`src/rtl/stream_pkg.sv`:
```
// Shared stream flag bit positions and arbiter state encoding.
// mflags = {again,first,last,vld}, sflags = {abt,bsy}.
package stream_pkg;

  localparam int MF_AGAIN = 3;
  localparam int MF_FIRST = 2;
  localparam int MF_LAST  = 1;
  localparam int MF_VLD   = 0;
  localparam int SF_ABT   = 1;
  localparam int SF_BSY   = 0;

  typedef enum logic {
    ST_IDLE = 1'b0,
    ST_LOCK = 1'b1
  } state_e;

endpackage

```
`src/rtl/stream_frame_arb_if.sv`:
```
// Bundle of the N upstream ports, the downstream port and arbiter status.
// slave = arbiter side, master = environment side.
interface stream_frame_arb_if #(
  parameter int W  = 32,
  parameter int N  = 4,
  parameter int NB = 2
);

  logic [N*W-1:0] u_d;
  logic [N*4-1:0] u_mflags;
  logic [N*2-1:0] u_sflags;
  logic [W-1:0]   d_d;
  logic [3:0]     d_mflags;
  logic [1:0]     d_sflags;
  logic           grant_vld;
  logic [NB-1:0]  grant_id;
  logic           tmo_pulse;
  logic           proto_err;

  modport slave (
    input  u_d, u_mflags, d_sflags,
    output u_sflags, d_d, d_mflags,
    output grant_vld, grant_id,
    output tmo_pulse, proto_err
  );

  modport master (
    output u_d, u_mflags, d_sflags,
    input  u_sflags, d_d, d_mflags,
    input  grant_vld, grant_id,
    input  tmo_pulse, proto_err
  );

endinterface

```
`src/rtl/stream_frame_arb_rr_pick.sv`:
```
// Round-robin picker: first set req at or after ptr, wrapping modulo N.
// Purely combinational.
module rr_pick #(
  parameter int N  = 4,
  parameter int NB = 2
) (
  input  logic [N-1:0]  req_i,
  input  logic [NB-1:0] ptr_i,
  output logic          any_o,
  output logic [NB-1:0] idx_o
);

  int   j;
  logic hit;

  always_comb begin
    hit   = 1'b0;
    idx_o = '0;
    j     = 0;
    for (int k = 0; k < N; k++) begin
      j = int'(ptr_i) + k;
      if (j >= N) j = j - N;
      if (!hit && req_i[j]) begin
        hit   = 1'b1;
        idx_o = NB'(j);
      end
    end
    any_o = hit;
  end

endmodule

```
`src/rtl/stream_frame_arb.sv`:
```
// Frame-aware round-robin arbiter: N upstream streams onto one
// downstream stream, grant held from first beat until last/abort/timeout.
module stream_frame_arb
  import stream_pkg::*;
#(
  parameter int W   = 32,
  parameter int N   = 4,
  parameter int NB  = 2,
  parameter int TMO = 255
) (
  input  logic              clk,
  input  logic              rst_n,
  stream_frame_arb_if.slave bus
);

  localparam int TW = (TMO > 0) ? $clog2(TMO + 1) : 1;
  localparam logic [TW-1:0] TMO_LIM = TW'(TMO);
  localparam logic [TW-1:0] TMO_M1  = TW'((TMO > 0) ? TMO - 1 : 0);

  state_e          state_q, state_d;
  logic [NB-1:0]   rr_ptr_q, rr_ptr_d;
  logic [NB-1:0]   gid_q, gid_d;
  logic [TW-1:0]   tmo_cnt_q, tmo_cnt_d;
  logic            beat_q, beat_d;
  logic            tmo_pulse_q, tmo_pulse_d;
  logic            err_q, err_d;

  logic [N-1:0]    req;
  logic [N-1:0]    bad;
  logic            any;
  logic [NB-1:0]   pick;
  logic [3:0]      g_mf;
  logic [W-1:0]    g_d;
  logic            lock;
  logic            acc;
  logic            abt;
  logic            tmo_hit;
  logic [NB-1:0]   nxt_ptr;

  always_comb begin
    for (int i = 0; i < N; i++) begin
      req[i] = bus.u_mflags[i*4 + MF_VLD] & bus.u_mflags[i*4 + MF_FIRST];
      bad[i] = bus.u_mflags[i*4 + MF_VLD] & ~bus.u_mflags[i*4 + MF_FIRST];
    end
  end

  rr_pick #(.N(N), .NB(NB)) u_pick (
    .req_i (req),
    .ptr_i (rr_ptr_q),
    .any_o (any),
    .idx_o (pick)
  );

  assign g_mf    = bus.u_mflags[int'(gid_q)*4 +: 4];
  assign g_d     = bus.u_d[int'(gid_q)*W +: W];
  assign lock    = (state_q == ST_LOCK);
  assign acc     = lock & g_mf[MF_VLD] & ~bus.d_sflags[SF_BSY];
  assign abt     = lock & bus.d_sflags[SF_ABT];
  assign nxt_ptr = (gid_q == NB'(N - 1)) ? '0 : gid_q + 1'b1;

  // Release on the cycle the idle count reaches TMO, so the grant
  // drops exactly TMO cycles after the granted requester went quiet.
  assign tmo_hit = (TMO > 0) && lock && !g_mf[MF_VLD] &&
                   (tmo_cnt_q == TMO_M1);

  always_comb begin
    state_d     = state_q;
    gid_d       = gid_q;
    rr_ptr_d    = rr_ptr_q;
    tmo_cnt_d   = tmo_cnt_q;
    beat_d      = beat_q;
    tmo_pulse_d = 1'b0;
    err_d       = err_q | (~lock & (|bad));
    unique case (state_q)
      ST_IDLE: begin
        if (any) begin
          gid_d     = pick;
          state_d   = ST_LOCK;
          tmo_cnt_d = '0;
          beat_d    = 1'b0;
        end
      end
      ST_LOCK: begin
        if (g_mf[MF_VLD]) begin
          tmo_cnt_d = '0;
        end else if (TMO > 0 && tmo_cnt_q != TMO_LIM) begin
          tmo_cnt_d = tmo_cnt_q + 1'b1;
        end
        if (acc) begin
          beat_d = 1'b1;
          if (g_mf[MF_FIRST] && beat_q) err_d = 1'b1;
        end
        if ((acc && g_mf[MF_LAST]) || abt || tmo_hit) begin
          state_d  = ST_IDLE;
          rr_ptr_d = nxt_ptr;
        end
        tmo_pulse_d = tmo_hit & ~abt;
      end
      default: state_d = ST_IDLE;
    endcase
  end

  always_ff @(posedge clk or negedge rst_n) begin
    if (!rst_n) begin
      state_q     <= ST_IDLE;
      rr_ptr_q    <= '0;
      gid_q       <= '0;
      tmo_cnt_q   <= '0;
      beat_q      <= 1'b0;
      tmo_pulse_q <= 1'b0;
      err_q       <= 1'b0;
    end else begin
      state_q     <= state_d;
      rr_ptr_q    <= rr_ptr_d;
      gid_q       <= gid_d;
      tmo_cnt_q   <= tmo_cnt_d;
      beat_q      <= beat_d;
      tmo_pulse_q <= tmo_pulse_d;
      err_q       <= err_d;
    end
  end

  always_comb begin
    bus.d_d      = lock ? g_d : '0;
    bus.d_mflags = lock ? g_mf : 4'b0000;
    for (int i = 0; i < N; i++) begin
      bus.u_sflags[i*2 +: 2] =
        (lock && gid_q == NB'(i)) ? bus.d_sflags : 2'b01;
    end
  end

  assign bus.grant_vld = lock;
  assign bus.grant_id  = gid_q;
  assign bus.tmo_pulse = tmo_pulse_q;
  assign bus.proto_err = err_q;

endmodule

```
`src/flat_wrapper.sv`:
```
// flat-port wrapper written by rule: the top's interface ports become plain ports
module stream_frame_arb_flat import stream_pkg::*;
#(
  parameter int W   = 32,
  parameter int N   = 4,
  parameter int NB  = 2,
  parameter int TMO = 255
)
  (clk, rst_n, bus_u_d, bus_u_mflags, bus_d_sflags, bus_u_sflags, bus_d_d, bus_d_mflags, bus_grant_vld, bus_grant_id, bus_tmo_pulse, bus_proto_err);
  stream_frame_arb_if #(.W(W), .N(N), .NB(NB)) bus_i ();
  input  logic clk;
  input  logic rst_n;
  input wire logic [$bits(bus_i.u_d)-1:0] bus_u_d;
  input wire logic [$bits(bus_i.u_mflags)-1:0] bus_u_mflags;
  input wire logic [$bits(bus_i.d_sflags)-1:0] bus_d_sflags;
  output wire logic [$bits(bus_i.u_sflags)-1:0] bus_u_sflags;
  output wire logic [$bits(bus_i.d_d)-1:0] bus_d_d;
  output wire logic [$bits(bus_i.d_mflags)-1:0] bus_d_mflags;
  output wire logic [$bits(bus_i.grant_vld)-1:0] bus_grant_vld;
  output wire logic [$bits(bus_i.grant_id)-1:0] bus_grant_id;
  output wire logic [$bits(bus_i.tmo_pulse)-1:0] bus_tmo_pulse;
  output wire logic [$bits(bus_i.proto_err)-1:0] bus_proto_err;
  assign bus_i.u_d = bus_u_d;
  assign bus_i.u_mflags = bus_u_mflags;
  assign bus_i.d_sflags = bus_d_sflags;
  assign bus_u_sflags = bus_i.u_sflags;
  assign bus_d_d = bus_i.d_d;
  assign bus_d_mflags = bus_i.d_mflags;
  assign bus_grant_vld = bus_i.grant_vld;
  assign bus_grant_id = bus_i.grant_id;
  assign bus_tmo_pulse = bus_i.tmo_pulse;
  assign bus_proto_err = bus_i.proto_err;
  stream_frame_arb #(.W(W), .N(N), .NB(NB), .TMO(TMO)) u_core (.clk(clk), .rst_n(rst_n), .bus(bus_i));
endmodule
```
`config.mk`:
```
export PLATFORM = sky130hd
export DESIGN_NAME = stream_frame_arb_flat
export DESIGN_NICKNAME = d
export VERILOG_FILES = /design/src/rtl/stream_pkg.sv /design/src/rtl/stream_frame_arb_if.sv /design/src/rtl/stream_frame_arb_rr_pick.sv /design/src/rtl/stream_frame_arb.sv /design/src/flat_wrapper.sv
export SDC_FILE = /design/constraint.sdc
export NUM_CORES = 1
export LEC_CHECK = 0
export CORE_UTILIZATION = 29
export CTS_CLUSTER_SIZE = 25
export DETAILED_ROUTE_END_ITERATION = 12
export PLACE_DENSITY = 0.88
export SLEW_MARGIN = 20
export SYNTH_ARGS = -nofsm -noshare
export SYNTH_HDL_FRONTEND = slang
export SYNTH_SLANG_ARGS = --single-unit
```
`constraint.sdc`:
```
create_clock -name clk -period 2.2 [get_ports clk]
set_input_delay 0.44 -clock clk [delete_from_list [all_inputs] [get_ports clk]]
set_output_delay 0.44 -clock clk [all_outputs]
set_load 0.005 [all_outputs]
```
; After elaboration in Yosys (flattened, before gate mapping)
; Cells that the tools add are included.
[classes]
n_addsub = 9
n_lt_le_gt_ge = 8
eq_ne = 8
shift = 2
mux = 45
bitwise = 21
reduce_logical = 23
[op_table]
columns = op, count
row1 = $mux 32, 5
row2 = $lt 32x4->1 const B, 4
row3 = $shiftx 128x8->32, 1
row4 = $mux 8, 3
row5 = $mux 1, 20
row6 = $mux 2, 9
row7 = $pmux 8 s2, 1
row8 = $shiftx 16x5->4, 1
row9 = $and 1x1->1, 13
row10 = $sub 3x3->4 const B, 3
row11 = $logic_and 1x1->1, 11
row12 = $ge 3x3->1 const B, 3
row13 = $add 8x1->8 const B, 1
row14 = $bmux 1 s2, 4
row15 = $eq 8x8->1 const B, 1
row16 = $ne 8x8->1 const B, 1
row17 = $reduce_and 2->1, 4
row18 = $not 1->1, 7
row19 = $add 2x2->3 const B, 2
row20 = $eq 2x2->1 const B, 2
row21 = $logic_not 1->1, 4
row22 = $mux 4, 1
row23 = $pmux 1 s2, 2
row24 = $reduce_or 4->1, 1
row25 = 11 further kinds, 12
[word_totals]
register_bits = 16
in_bits = 148
output_inout_bits = 49

; Depth between registers and ports, before layout
[logic_depth]
word_depth = 17
ltp_mapped = 6
depth_no_buf = 6

; Modules after synthesis
; A second synthesis with hierarchy kept.
[hier_totals]
cells_unflattened = 205
hier_area_um2 = 2147.1
[by_module_without_submodules]
columns = module, instances, cells_per_inst, area_per_inst_um2, seq_area_each_um2
row1 = stream_frame_arb, 1, 190, 2069.5, 400.4
row2 = rr_pick, 1, 15, 77.6, 0.0

; Worst setup path after synthesis
; Ideal clock, no wire load.
[synth_path]
path_kind = register to output
start = register u_core.gid_q[0] (netlist: u_core.bus.grant_id[0])
end = output bus_d_d[16]
arrival_ns = 1.813
required_time_ns = 1.760
slack_ns = -0.053
stages_incl_launch_ff = 6
n_path_buf = 3
cell_sequence = dfrtp_1 > buf_6 > buf_2 > buf_2 > mux4_2 > and2_1
[synth_between]
elab_chain_cells = 2
[synth_rtl]
columns = element, line
row1 = start: declaration, stream_frame_arb.sv:22  ; logic [NB-1:0] gid_q, gid_d;
row2 = start signal: assignment, stream_frame_arb.sv:115  ; gid_q <= gid_d;
row3 = $shiftx 128x8->32, stream_frame_arb.sv:55  ; assign g_d = bus.u_d[int'(gid_q)*W +: W];
row4 = $mux 32, stream_frame_arb.sv:124  ; bus.d_d = lock ? g_d : '0;
row5 = end: declaration, flat_wrapper.sv:17  ; output wire logic [$bits(bus_i.d_d)-1:0] bus_d_d;
; Every way passes these cells.

; Final worst setup path
[layout_path]
start = register u_core.gid_q[0] (netlist: u_core.bus.grant_id[0])
end = output bus_d_d[28]
; Same word-level chain as after synthesis.

==> impl_metrics.json <==
{
  "status": "finished with violations",
  "violations": "negative setup slack",
  "cts_tree": "done",
  "critical_path_class": "reg -> out",
  "grt_pass1_vias": 2914,
  "ys_types": 47,
  "clock_path_buffers": 2,
  "rows": 31,
  "portBuffers": 196,
  "synthCells": 214,
  "insertion_delay_ps": 250,
  "synthesis.area_sq_mm": 0.00219,
  "drt_first_pass_iters": 4,
  "setup-tns-final_ps": -841,
  "place_congestion": 0.790,
  "layout_common_cells": "152 x clkdlybuf4s50_1, 35 x mux4_2, 32 x buf_4",
  "hp-class": "in -> async",
  "postRouteAntennaNets": 0,
  "synth-main-ff-cell": "dfrtp_1",
  "maxSlewViolCount": 0,
  "io_pins": 197,
  "hold_buffers": 0,
  "drive_gt1_frac": 0.329,
  "antenna_cells": 0,
  "dp_cells": 519,
  "pre_cts_ws_ps": -286,
  "worst_slack_ps": -126,
  "tightestPinTransition_ps": 344,
  "setup.worst_path.start_class": "register",
  "final_util": 0.659,
  "detail_route.iter0.violations": 84,
  "power_density_mw_per_mm2": 979,
  "yosysSeqAreaShare": 0.183,
  "synth_nets": 368,
  "layout_worst_path_cycle_share": 1.06,
  "fmax_mhz": 430,
  "cp.arrival_ps": 1890,
  "grt_pass1_wl_um": 15400,
  "place_hpwl_um": 7990,
  "cp_max_fo": 4,
  "antenna_found_initial": 0,
  "wire_per_inst_um": 19.4,
  "die_area_sq_mm": 0.00791,
  "synth_area_leader_cell": "mux4_2",
  "hold_viol_final": 0,
  "ys_async_sr_fraction": 1.00,
  "rr_worst_depth": 8,
  "coreArea_sq_mm": 0.00729,
  "final_area_sq_mm": 0.00480,
  "fin_crit_ps": 2330,
  "power_leakage_nw": 1.99,
  "critPathRequiredTime_ps": 1760,
  "p_sw_mw": 1.67,
  "die_h_um": 88.9,
  "max_slew_margin": 0.770,
  "synthToLayoutAreaGrowth_pct": 119,
  "combPwrFrac": 0.853,
  "initial_core_util": 0.300,
  "via_count": 2888,
  "grtUsageTotal": 0.260,
  "vias_per_cell": 5.23,
  "setup_violations": 21,
  "final_nets": 608,
  "post_dp_cell_area_sq_mm": 0.00444,
  "grt_setup_unrepaired": "true",
  "seq_power_share": 0.098,
  "yosys_warnings": 0,
  "grt_max_degree": 27,
  "max_cap_violations": 0,
  "layout_commonest_cell": "clkdlybuf4s50_1",
  "ir_worst_vdd_uv": 479,
  "whs_ps": 501,
  "root_buffer": "clkbuf_8",
  "cts_num_sinks": 16,
  "synth-seq-cells": 16,
  "die_w_um": 88.9,
  "intPower_mw": 3.03,
  "gr-total-overflow": 0,
  "synth_top_area_share": 0.360,
  "worstSetupEndpointType": "output pin",
  "power.total_mw": 4.70,
  "cts_made_buffers": 3,
  "synth_area_leaders": "mux4_2 36%, dfrtp_1 18%, and2_1 10%",
  "avgSynthCellArea_sq_um": 10.2,
  "ctsHtreeMaxLevel": 1,
  "post-route-drc-count": 0,
  "synth_edf_count": 0,
  "fillers": 532,
  "clk_pin_slew_ps": 60,
  "pwr-share-clk": 0.049,
  "fin_worst_skew_ps": 1.56,
  "final-instance-count-excl-fill": 552,
  "routed_wl_um": 10700,
  "sw_frac_of_total": 0.355
}
Yosys cell counts (2+ instances only):
library cell  number
nor2_1             5
and4_1             2
and2_1            35
buf_2              4
nor4_1             2
a21oi_1           11
buf_1              3
and3_1             6
nor2b_1            2
clkbuf_1           7
mux2_2             2
ha_1               6
dfrtp_1           16
nand2_1           14
o21ai_0           11
nand2b_1           3
a211oi_1           2
nand4_1            4
nand3_1            6
or3_1              2
mux4_2            35
inv_1             10
mux2i_1            2
layer usage:
layer  track usage  routed length (um)  vias to the layer above  share of wire
met5             0                   0                        -              0
met2         0.457                5570                      140           0.52
met4         0.164                 591                        0          0.055
li1              -                   -                     1313              -
met3        0.0896                 857                       51          0.080
met1         0.265                3690                     1384           0.34
final cells by class:
cell class / instances / area [sq um] / share of cell area
Timing Repair Buffer: 250 / 2440 / 0.509
Multi-Input combinational cell: 173 / 1750 / 0.364
Sequential cell: 16 / 403 / 0.0839
Tap cell: 99 / 124 / 0.0258
Clock buffer: 4 / 45.0 / 0.00938
Inverter: 10 / 37.5 / 0.00782
worst paths after layout:
kind | startpoint | to | slack (ps)
max in group asynchronous | rst_n | u_core.bus.grant_id[1] | 1500
worst min register to register | u_core.bus.proto_err | u_core.bus.proto_err | 500
worst max register to register | u_core.bus.grant_id[0] | u_core.tmo_cnt_q[5] | 70
worst max-delay path | u_core.bus.grant_id[0] | bus_d_d[28] | -130
min in group clk | u_core.bus.proto_err | u_core.bus.proto_err | 500
worst min-delay path | rst_n | u_core.bus.proto_err | 500
cells by family (layout without fill, tap and decap cells):
| group | count (synthesis) | after routing | share of synthesized area |
|---|---|---|---|
| multiplexers | 39 | 39 | 0.379 |
| flip-flops | 16 | 16 | 0.183 |
| AO/OA/AOI/OAI | 42 | 42 | 0.127 |
| AND/OR/NAND/NOR | 86 | 86 | 0.228 |
| adder cells (fa/ha/maj) | 6 | 6 | 0.0343 |
| buffers and inverters | 25 | 264 | 0.0485 |
power groups by stage:
stage,Combinational (mW),Sequential [mW],Clock (mW)
detailed placement,3.24,0.502,0
CTS,3.89,0.459,0.234
global route,4.33,0.477,0.249
floorplan,1.70,0.454,0
finish,4.01,0.463,0.229
global placement,3.17,0.500,0
flip-flops by register name, indices dropped and copies added (netlist names):
signal / cells
u_core.bus.tmo_pulse: 1
u_core.rr_ptr_q: 2
u_core.bus.grant_id: 2
u_core.tmo_cnt_q: 8
u_core.bus.proto_err: 1
u_core.bus.grant_vld: 1
u_core.beat_q: 1
critical path, stage by stage, from the launching register on:
cell and delay (ps):
dfrtp_2 430, buf_6 140, buf_8 120, buf_6 110, buf_6 110, mux4_2 430
and2_4 180, clkbuf_2 100
what timing repair did:
action / in CTS / in global routing
setup endpoints to repair: 43 / 40
pin swaps: 11 / 3
setup buffers: 23 / 8
resized for setup: 142 / 42
cloned: 5 / 0
No activity file was read; power rests on OpenSTA's default activity.
